--- config.mk ---
export PLATFORM = sky130hd
export DESIGN_NAME = shift_sequencer32
export DESIGN_NICKNAME = d
export VERILOG_FILES = /design/src/rtl/shift_pkg.sv /design/src/rtl/shift_step32.sv /design/src/rtl/shift_sequencer32.sv
export SDC_FILE = /design/constraint.sdc
export NUM_CORES = 1
export LEC_CHECK = 0
export BUFFER_PORTS_ARGS = -buffer_cell sky130_fd_sc_hd__buf_2
export CORE_MARGIN = 8
export CORE_UTILIZATION = 50
export CTS_CLUSTER_SIZE = 10
export DETAILED_ROUTE_END_ITERATION = 6
export GPL_TIMING_DRIVEN = 0
export PLACE_DENSITY = 0.75
export SLEW_MARGIN = 20
export SYNTH_ARGS = -nofsm -noshare
export SYNTH_HDL_FRONTEND = slang
export SYNTH_SLANG_ARGS = --single-unit
--- constraint.sdc ---
create_clock -name clk -period 2.8 [get_ports clk]
set_input_delay 0.14 -clock clk [delete_from_list [all_inputs] [get_ports clk]]
set_output_delay 0.14 -clock clk [all_outputs]
set_load 0.02 [all_outputs]
--- src/rtl/shift_pkg.sv ---
// shift_pkg: shared state encoding and sizing constants for the shift sequencer.
package shift_pkg;
    localparam int WIDTH = 32;
    localparam int COARSE_STEP = 4;
    localparam int AMT_W = 5;
    typedef enum logic {IDLE, SHIFT} state_t;
endpackage

--- src/rtl/shift_step32.sv ---
// shift_step32: one combinational shift step of 4 bits (coarse) or 1 bit (fine).
// Rotation support is compiled in with SHIFT_SEQ_ROTATE_EN.
module shift_step32
    import shift_pkg::*;
(
    input  logic [WIDTH-1:0] data,
    input  logic             dir,
    input  logic             arith,
    input  logic             coarse,
`ifdef SHIFT_SEQ_ROTATE_EN
    input  logic             rotate,
`endif
    output logic [WIDTH-1:0] result
);
    logic rot;
    logic fill;
`ifdef SHIFT_SEQ_ROTATE_EN
    assign rot = rotate;
`else
    assign rot = 1'b0;
`endif
    // Sign fill only applies to non-rotating right shifts; left callers never see it.
    assign fill = arith & ~rot & data[WIDTH-1];
    always_comb
        result = coarse
            ? (dir ? {data[WIDTH-COARSE_STEP-1:0], rot ? data[WIDTH-1 -: COARSE_STEP] : {COARSE_STEP{1'b0}}}
                   : {rot ? data[COARSE_STEP-1:0] : {COARSE_STEP{fill}}, data[WIDTH-1:COARSE_STEP]})
            : (dir ? {data[WIDTH-2:0], rot & data[WIDTH-1]}
                   : {rot ? data[0] : fill, data[WIDTH-1:1]});
endmodule

--- src/rtl/shift_sequencer32.sv ---
// shift_sequencer32: multi-cycle variable-amount 32-bit shifter, start/done handshake.
// Define SHIFT_SEQ_ROTATE_EN to add the rotate input.
module shift_sequencer32
    import shift_pkg::*;
(
    input  logic             clk,
    input  logic             rst,
    input  logic             start,
    input  logic [WIDTH-1:0] in,
    input  logic [AMT_W-1:0] amount,
    input  logic             shiftdir,
    input  logic             shifta,
`ifdef SHIFT_SEQ_ROTATE_EN
    input  logic             rotate,
`endif
    output logic             busy,
    output logic             done,
    output logic [WIDTH-1:0] out
);
    state_t           state;
    logic [WIDTH-1:0] work;
    logic [WIDTH-1:0] stepped;
    logic [AMT_W-1:0] rem;
    logic             dir;
    logic             ar;
    logic             coarse;
`ifdef SHIFT_SEQ_ROTATE_EN
    logic             rot;
`endif

    assign coarse = rem >= AMT_W'(COARSE_STEP);

    shift_step32 u_step (
        .data   (work),
        .dir    (dir),
        .arith  (ar),
        .coarse (coarse),
`ifdef SHIFT_SEQ_ROTATE_EN
        .rotate (rot),
`endif
        .result (stepped)
    );

    always_ff @(posedge clk) begin
        if (rst) begin
            state <= IDLE;
            work  <= '0;
            rem   <= '0;
            dir   <= 1'b0;
            ar    <= 1'b0;
            out   <= '0;
            busy  <= 1'b0;
            done  <= 1'b0;
`ifdef SHIFT_SEQ_ROTATE_EN
            rot   <= 1'b0;
`endif
        end else begin
            done <= 1'b0;
            case (state)
                IDLE: if (start) begin
                    work  <= in;
                    rem   <= amount;
                    dir   <= shiftdir;
                    ar    <= shifta;
                    busy  <= 1'b1;
                    state <= SHIFT;
`ifdef SHIFT_SEQ_ROTATE_EN
                    rot   <= rotate;
`endif
                end
                SHIFT: if (rem == '0) begin
                    out   <= work;
                    done  <= 1'b1;
                    busy  <= 1'b0;
                    state <= IDLE;
                end else begin
                    work <= stepped;
                    rem  <= coarse ? rem - AMT_W'(COARSE_STEP) : rem - AMT_W'(1);
                end
                default: state <= IDLE;
            endcase
        end
    end
endmodule

Word level (Yosys, flattened, before mapping)
Cells that the tools add are included.

Register bits after elaboration: 74. Input bits: 42. Output and inout bits: 34. Logic and storage cells: 39.

Add/subtract/negate cells: 2. Magnitude comparators: 1. Eq/ne operators: 3. Mux-type cells: 17. Bitwise logic cells: 2. Reductions and logical operators: 6.

Operator list (number): 32-bit 2-to-1 mux (5); 32-bit one-hot mux with 2 select lines (1); 5-bit 2-to-1 mux (3); 5-bit one-hot mux with 2 select lines (1); 2-bit AND reduction (4); 5-bit by 3-bit greater-or-equal comparator with 1-bit output, second input constant (1); 5-bit zero test (1); 1-bit 2-to-1 mux (5); 5-bit by 1-bit subtractor with 5-bit output, second input constant (1); 5-bit by 3-bit subtractor with 5-bit output, second input constant (1); 2-bit != test, second input constant (2); 1-bit one-hot mux with 2 select lines (2); 2-bit by 1-bit != test with 1-bit output, second input constant (1); 2-bit OR reduction (1); 1-bit bitwise AND (1); 1-bit inverter (1).

Longest topological paths before layout
Gate-level depths: netlist (run 1).

Depth in word-level cells: 5. Depth in mapped cells: 8. Depth with buffers taken out: 6.

By module
A second synthesis (run 1) with hierarchy kept.

Cell total of the unflattened synthesis: 401. Area total of the unflattened synthesis: 3920.0 µm².

Modules (own cells, without submodules): shift_sequencer32 (times used 1, cells an instance 347, area each 3101.7 µm², seq. area each 1481.4 µm²); shift_step32 (times used 1, cells an instance 54, area each 818.3 µm², seq. area each 0.0 µm²).

Worst setup path before layout (run 1)
Ideal clock, no wire load.

Kind: flip-flop to flip-flop. Start point: register rem[0]. End point: register work[6]. Library setup time: 0.134 ns. Arrival: 1.873 ns. Data required time: 2.666 ns. Path slack: 0.792 ns. Cell stages (with the launch flop): 8. Buffers on the path: 1. Period minus slack after synthesis: 2.008 ns. Path through: dfxtp_1 inv_1 ha_1 a2111oi_4 buf_6 mux4_2 nand2_1 a211oi_2.

Longest elaborated chain between the ends: 4. Elaborated cells between the ends (all ways): 7. Those cells by class: 1 x order compare; 1 x eq/ne; 3 x mux; 2 x reduce/logical.

Ends and longest elaborated chain: from (decl) (line shift_sequencer32.sv:23) `logic [AMT_W-1:0] rem;`; from (signal assigned) (line shift_sequencer32.sv:62) `rem <= amount;`; from (signal assigned) (line shift_sequencer32.sv:78) `rem <= coarse ? rem - AMT_W'(COARSE_STEP) : rem - AMT_W'(1);`; 5-bit by 3-bit greater-or-equal comparator with 1-bit output (line shift_sequencer32.sv:31) `assign coarse = rem >= AMT_W'(COARSE_STEP);`; 32-bit 2-to-1 mux (line shift_step32.sv:26) `? (dir ? {data[WIDTH-COARSE_STEP-1:0], rot ? data[WIDTH-1 -: COARSE_STEP] : {COARSE_STEP{1'b0}}}`; 32-bit 2-to-1 mux (line shift_sequencer32.sv:71) `SHIFT: if (rem == '0) begin`; 32-bit one-hot mux with 2 select lines (line shift_sequencer32.sv:59) `case (state)`; to (signal assigned) (line shift_sequencer32.sv:61) `work <= in;`; to (signal assigned) (line shift_sequencer32.sv:77) `work <= stepped;`; to (decl) (line shift_sequencer32.sv:21) `logic [WIDTH-1:0] work;`.

Parallel ways exist; a longest one is shown, timed or not. The select of a mux whose other input is x is not followed. A chain may end at the register's enable or synchronous reset.

Worst setup path after layout (run 1)
Start point: register rem[0]. End point: register work[13].

The elaborated chain is that of the path after synthesis.

==> results of run 1 <==
## synth_stat cells (8+ instances only)
cell type	instances	area [sq um]
nor3_1	11	55.1
clkbuf_1	24	90.1
mux4_2	8	180
nand2_1	97	364
a21oi_1	55	275
a211oi_1	17	128
nor2_1	41	154
dfxtp_1	74	1480
o21ai_0	15	75.1
nand2b_1	8	50.1
mux2i_1	8	80.1
nand3_1	21	105
inv_1	13	48.8
buf_2	11	55.1
## state kept, by name (all words and copies together) (netlist names)
signal and flops:
ar 1, busy 1, dir 1, done 1, out 32, rem 5
state 1, work 32
## stage by stage
| stage | instances | total power, W | setup WS [ns] | hold WS [ns] | util [%] |
|---|---|---|---|---|---|
| after global routing | 684 | 0.00362 | 0.302 | 0.0462 | 61.3 |
| after global placement | 668 | 0.00233 | 0.498 | 0.371 | 57.8 |
| after CTS | 684 | 0.00345 | 0.467 | 0.0107 | 61.3 |
| final | 684 | 0.00347 | 0.412 | 0.0111 | 61.3 |
| after detailed placement | 668 | 0.00235 | 0.492 | 0.376 | 57.8 |
| after floorplan | 492 | 0.00203 | 0.792 | 0.279 | - |
## how the worst max path moves through the flow
| stage | from | endpoint | slack (ns) | cells past startpoint |
|---|---|---|---|---|
| global placement | rem[0] | work[6] | 0.50 | 7 |
| detailed placement | rem[0] | work[13] | 0.49 | 7 |
| floorplan | rem[0] | work[6] | 0.79 | 7 |
| finish | rem[0] | work[13] | 0.41 | 7 |
| CTS | rem[0] | work[13] | 0.47 | 7 |
| global route | rem[2] | out[29] | 0.30 | 7 |
## final cells by class
class                   instances  share of cell area, %
multi-input cells             360                   46.6
flip-flops and latches         74                   31.4
repair buffers                 74                   7.86
plain buffers                  44                   4.59
clock buffers                  11                   3.00
well taps                     102                   2.71
clock inverters                 5                   2.66
inverters                      14                   1.12
## power by group through the flow
| stage | clock network, W | registers (W) | logic [W] |
|---|---|---|---|
| 6_report | 0.00111 | 0.00130 | 0.00106 |
| 5_1_grt | 0.00116 | 0.00131 | 0.00114 |
| 4_1_cts | 0.00112 | 0.00130 | 0.00104 |
| 3_5_place_dp | 0 | 0.00132 | 0.00103 |
| 3_3_place_gp | 0 | 0.00132 | 0.00101 |
| 2_1_floorplan | 0 | 0.00130 | 0.000729 |
## worst reg2reg max path, stage by stage, from the launching register on
cell       delay [ns]
dfxtp_1          0.36
inv_1            0.09
ha_1             0.29
a2111o_1         0.47
buf_6            0.18
mux2i_1          0.14
a2111oi_0        0.60
o41ai_1          0.14
## metal layers
metal	share of wire, %	track usage (%)	up-vias
li1	-	-	1933
met1	43	30.2	1903
met2	46	37.5	252
met3	9.5	5.77	26
met4	1.8	7.24	0
met5	0	0	-
## logic make-up (layout without fill, tap and decap cells)
family,after synthesis,count (layout),synth area share (%)
flip-flops,74,74,37.5
AND/OR/NAND/NOR,200,200,22.4
adder cells (fa/ha/maj),4,4,1.27
multiplexers,21,21,8.02
buffers and inverters,58,148,6.82
AO/OA/AOI/OAI,135,135,23.9
==> qor.csv, run 1 <==
stage;metric;value;unit
drt;wirelength;13.2;mm
setup_path;start_kind;flip-flop;
power;p_leak;1.86;nW
power;swShare;34.2;%
setup_path;critical_path_required;3.02;ns
power;power.switching;0.00119;W
setup_path;rr_endpoint;work[13];
run_status;run_status;finished clean;
run;cap_violations;0;
finish;area_delta_synth_final;19.4;%
clocking;ctsHoldBuffers;0;
finish;fillers;729;
sta;tns;0;ns
setup_path;critPathMaxFanout;10;
finish;multi_input_area;2200;sq um
finish;final_cell_mix;nand2_1 (97), buf_2 (85), dfxtp_1 (74);
drt;post_drt_wl_per_cell;19.3;um
floorplanning;die_area;11000;sq um
setup_path;crit_path_max_incr_delay;0.60;ns
clocking;cts_buffer_depth;2;
clocking;cts-root-buf;clkbuf_8;
placement;dp_hpwl;9.44;mm
sta;period_minus_slack;2.39;ns
power;p_comb_share;30.5;%
drt;ant_nets;0;
global_route;grt_pass1_wl;21.0;mm
power;power.internal;0.00229;W
drt;dr.pass1.iters;6;
synthesis;synth-seq-cells;74;
drt;drtIter0Drc;331;
floorplanning;row_count;32;
finish;layout-drive-gt1-share;22.2;%
sta;slew_headroom;50.4;%
global_route;grt_usage;23.4;%
setup_path;critical-path-top-delay-family;compound AO/OA/AOI/OAI gates;
sta;finalClockSkew;0.00618;ns
synthesis;synth_edf_count;0;
floorplanning;initial_utilization;51.3;%
setup_path;r2r-start;rem[0];
power;p_clk_share;32.0;%
clocking;ctsHtreeMaxLevel;3;
hold_path;worstHoldEndpoint;dir;
floorplanning;core_area;7690;sq um
clocking;cts.clk_slew.worst_paths;0.08;ns
drt;vias;4114;
finish;n_antenna_cell;0;
sta;drv_slew;0;
synthesis;yosys_warnings;0;
sta;hold_viol;0;
global_route;grt_overflow;0;
power;seqPwrFrac;37.5;%
finish;fin_area;4710;sq um
clocking;cts-buffers-inserted;9;
clocking;post_cts_resize_count;0;
setup_path;worstSetupEndpointType;flip-flop;
sta;fin_crit_sh;85.3;%
sta;rsz0062_at_grt;false;
global_route;grt_max_degree;13;
synthesis;yosysSeqAreaShare;37.5;%
placement;portBuffers;74;
finish;regArea;1480;sq um
hold_path;worstHoldStart;shiftdir;
power;max-vdd-ir-drop;0.388;mV
clocking;clock_latency;0.35;ns
sta;fmax;419;MHz
sta;finalSetupViolations;0;
clocking;tritoncts;built;
setup_path;cp_slowest_cell;a2111oi_0;
hold_path;hold_path_class;input port to flip-flop;
floorplanning;die_width;105;um
clocking;cts.sinks;74;
drt;drc;0;
synthesis;syn_nets;538;
global_route;grt_pass1_vias;4000;
synthesis;async_reset_ff_share;0;%
finish;layout.nets;623;
finish;layout_commonest_cell;nand2_1;
synthesis;yosysUniqueCellTypes;58;
synthesis;syn_area_per_cell;8.02;sq um
sta;worst_slew_pin_slew;0.744;ns
placement;dpl_cell_area;4440;sq um
synthesis;syn_inst;492;
synthesis;synth_area;3950;sq um
setup_path;critPathBufInv;2;
hold_path;min_path_cells;3;
setup_path;crit_path_cell_trace;inv_1, ha_1, a2111o_1, buf_6, mux2i_1, a2111oi_0, o41ai_1;
floorplanning;fp.dieH;105;um
power;power_density;737;nW/um^2
setup_path;reg2reg_depth;7;
placement;place.gp.congestion;0.930;
setup_path;worst_ep_arrival_time;2.61;ns
setup_path;rrSetupSlack;0.41;ns
setup_path;critPathKind;flip-flop to flip-flop;
synthesis;synthFlopType;dfxtp_1;
clocking;postCtsSetupBuffers;0;
floorplanning;io_pins;76;
drt;vias_per_cell;6.01;
global_route;antenna_found_initial;0;
(Power assumes the default switching activity.)
==> run 2, diff against run 1 <==
Settings changed: CORE_UTILIZATION 50 to 45, PLACE_DENSITY 0.75 to 0.69.
==> qor.csv, run 2 (same netlist as run 1, synthesis figures left out) <==
stage;metric;value;unit
drt;drtIter0Drc;416;
floorplanning;initial_utilization;45.9;%
global_route;grt_max_degree;13;
run_status;run_status;finished clean;
global_route;grt_usage;22.4;%
clocking;cts-buffers-inserted;9;
global_route;grt_pass1_vias;4051;
sta;worst_slew_pin_slew;0.731;ns
clocking;clock_latency;0.35;ns
clocking;cts.clk_slew.worst_paths;0.08;ns
sta;finalClockSkew;0.0101;ns
sta;finalSetupViolations;0;
finish;layout_commonest_cell;nand2_1;
placement;dp_hpwl;9.46;mm
drt;ant_nets;0;
sta;slew_headroom;51.1;%
drt;dr.pass1.iters;5;
hold_path;hold_path_class;input port to flip-flop;
placement;portBuffers;74;
sta;fmax;422;MHz
sta;rsz0062_at_grt;false;
floorplanning;core_area;8590;sq um
setup_path;critical_path_required;3.02;ns
floorplanning;die_width;110;um
setup_path;worst_ep_arrival_time;2.59;ns
drt;vias_per_cell;5.95;
sta;fin_crit_sh;84.6;%
drt;post_drt_wl_per_cell;18.8;um
global_route;grt_pass1_wl;21.0;mm
floorplanning;row_count;34;
drt;drc;0;
global_route;grt_overflow;0;
clocking;ctsHtreeMaxLevel;3;
setup_path;worstSetupEndpointType;flip-flop;
finish;layout-drive-gt1-share;22.2;%
power;power_density;722;nW/um^2
clocking;cts-root-buf;clkbuf_8;
drt;wirelength;13.0;mm
sta;hold_viol;0;
sta;period_minus_slack;2.37;ns
sta;drv_slew;0;
setup_path;critPathMaxFanout;10;
clocking;cts_buffer_depth;2;
drt;vias;4106;
finish;fillers;850;
clocking;tritoncts;built;
power;max-vdd-ir-drop;0.293;mV
run;cap_violations;0;
setup_path;critPathKind;flip-flop to flip-flop;
finish;layout.nets;623;
clocking;cts.sinks;74;
floorplanning;fp.dieH;110;um
placement;place.gp.congestion;0.926;
sta;tns;0;ns
global_route;antenna_found_initial;0;
clocking;post_cts_resize_count;0;
setup_path;start_kind;flip-flop;
floorplanning;io_pins;76;
floorplanning;die_area;12000;sq um
finish;area_delta_synth_final;19.2;%
finish;fin_util;54.7;%
clocking;postCtsSetupBuffers;0;
finish;n_antenna_cell;0;
finish;final_cell_mix;nand2_1 (97), buf_2 (85), dfxtp_1 (74);
power;p_leak;1.84;nW
clocking;ctsHoldBuffers;0;
finish;reg_top3;out x32, work x32, rem x5;
run 2: cell count changes in the layout (fill, tap and decap cells not counted), sizes merged:
cell | previous run | this run
bufinv | 4 | 3
clkbuf | 35 | 36
clkinv | 2 | 1
clkinvlp | 0 | 1
run 2: critical path, stage by stage (launching register included):
cell and delay [ns]:
dfxtp_1 0.37, inv_1 0.09, ha_1 0.30, a2111o_1 0.47, buf_6 0.17, mux2i_1 0.12
a2111oi_0 0.58, o41ai_1 0.15
run 2: stage by stage:
stage | worst slack, ns | hold WS (ns) | total power, W | instance area, sq um | cells
after floorplan | 0.792 | 0.279 | 0.00203 | 3950 | 492
final | 0.430 | 0.0134 | 0.00340 | 4700 | 690
after CTS | 0.485 | 0.00252 | 0.00339 | 4700 | 690
after detailed placement | 0.511 | 0.375 | 0.00234 | 4450 | 674
after global routing | 0.252 | 0.0272 | 0.00355 | 4700 | 690
after global placement | 0.534 | 0.378 | 0.00232 | 4450 | 674
run 2: report_power, final:
group / internal [W] / switching, W
registers: 0.00116 / 0.000144
logic: 0.000417 / 0.000622
clock network: 0.000641 / 0.000409
total: 0.00222 / 0.00117
run 2: final timing paths:
path,startpoint,endpoint,slack [ns],depth (start not counted)
setup reg to reg,rem[0],work[13],0.43,7
hold / removal,shiftdir,dir,0.01,3
hold reg to reg,out[15],out[15],0.45,2
setup / recovery,rem[0],work[13],0.43,7
run 2: per-layer routing:
metal / track usage [%] / part of all wire, % / routed length (um) / vias up
met5: 0 / 0 / 0 / -
met4: 9.55 / 2.7 / 353 / 0
met3: 4.16 / 9.3 / 1200 / 37
met2: 36.3 / 45 / 5880 / 229
met1: 28.6 / 43 / 5570 / 1910
li1: - / - / - / 1930
run 2: layout make-up:
type	count	area, sq um	share of cell area (%)
multi-input cells	360	2200	46.7
flip-flops and latches	74	1480	31.5
repair buffers	74	370	7.87
plain buffers	44	216	4.60
clock buffers	12	155	3.30
well taps	108	135	2.87
clock inverters	4	97.6	2.07
inverters	14	52.6	1.12
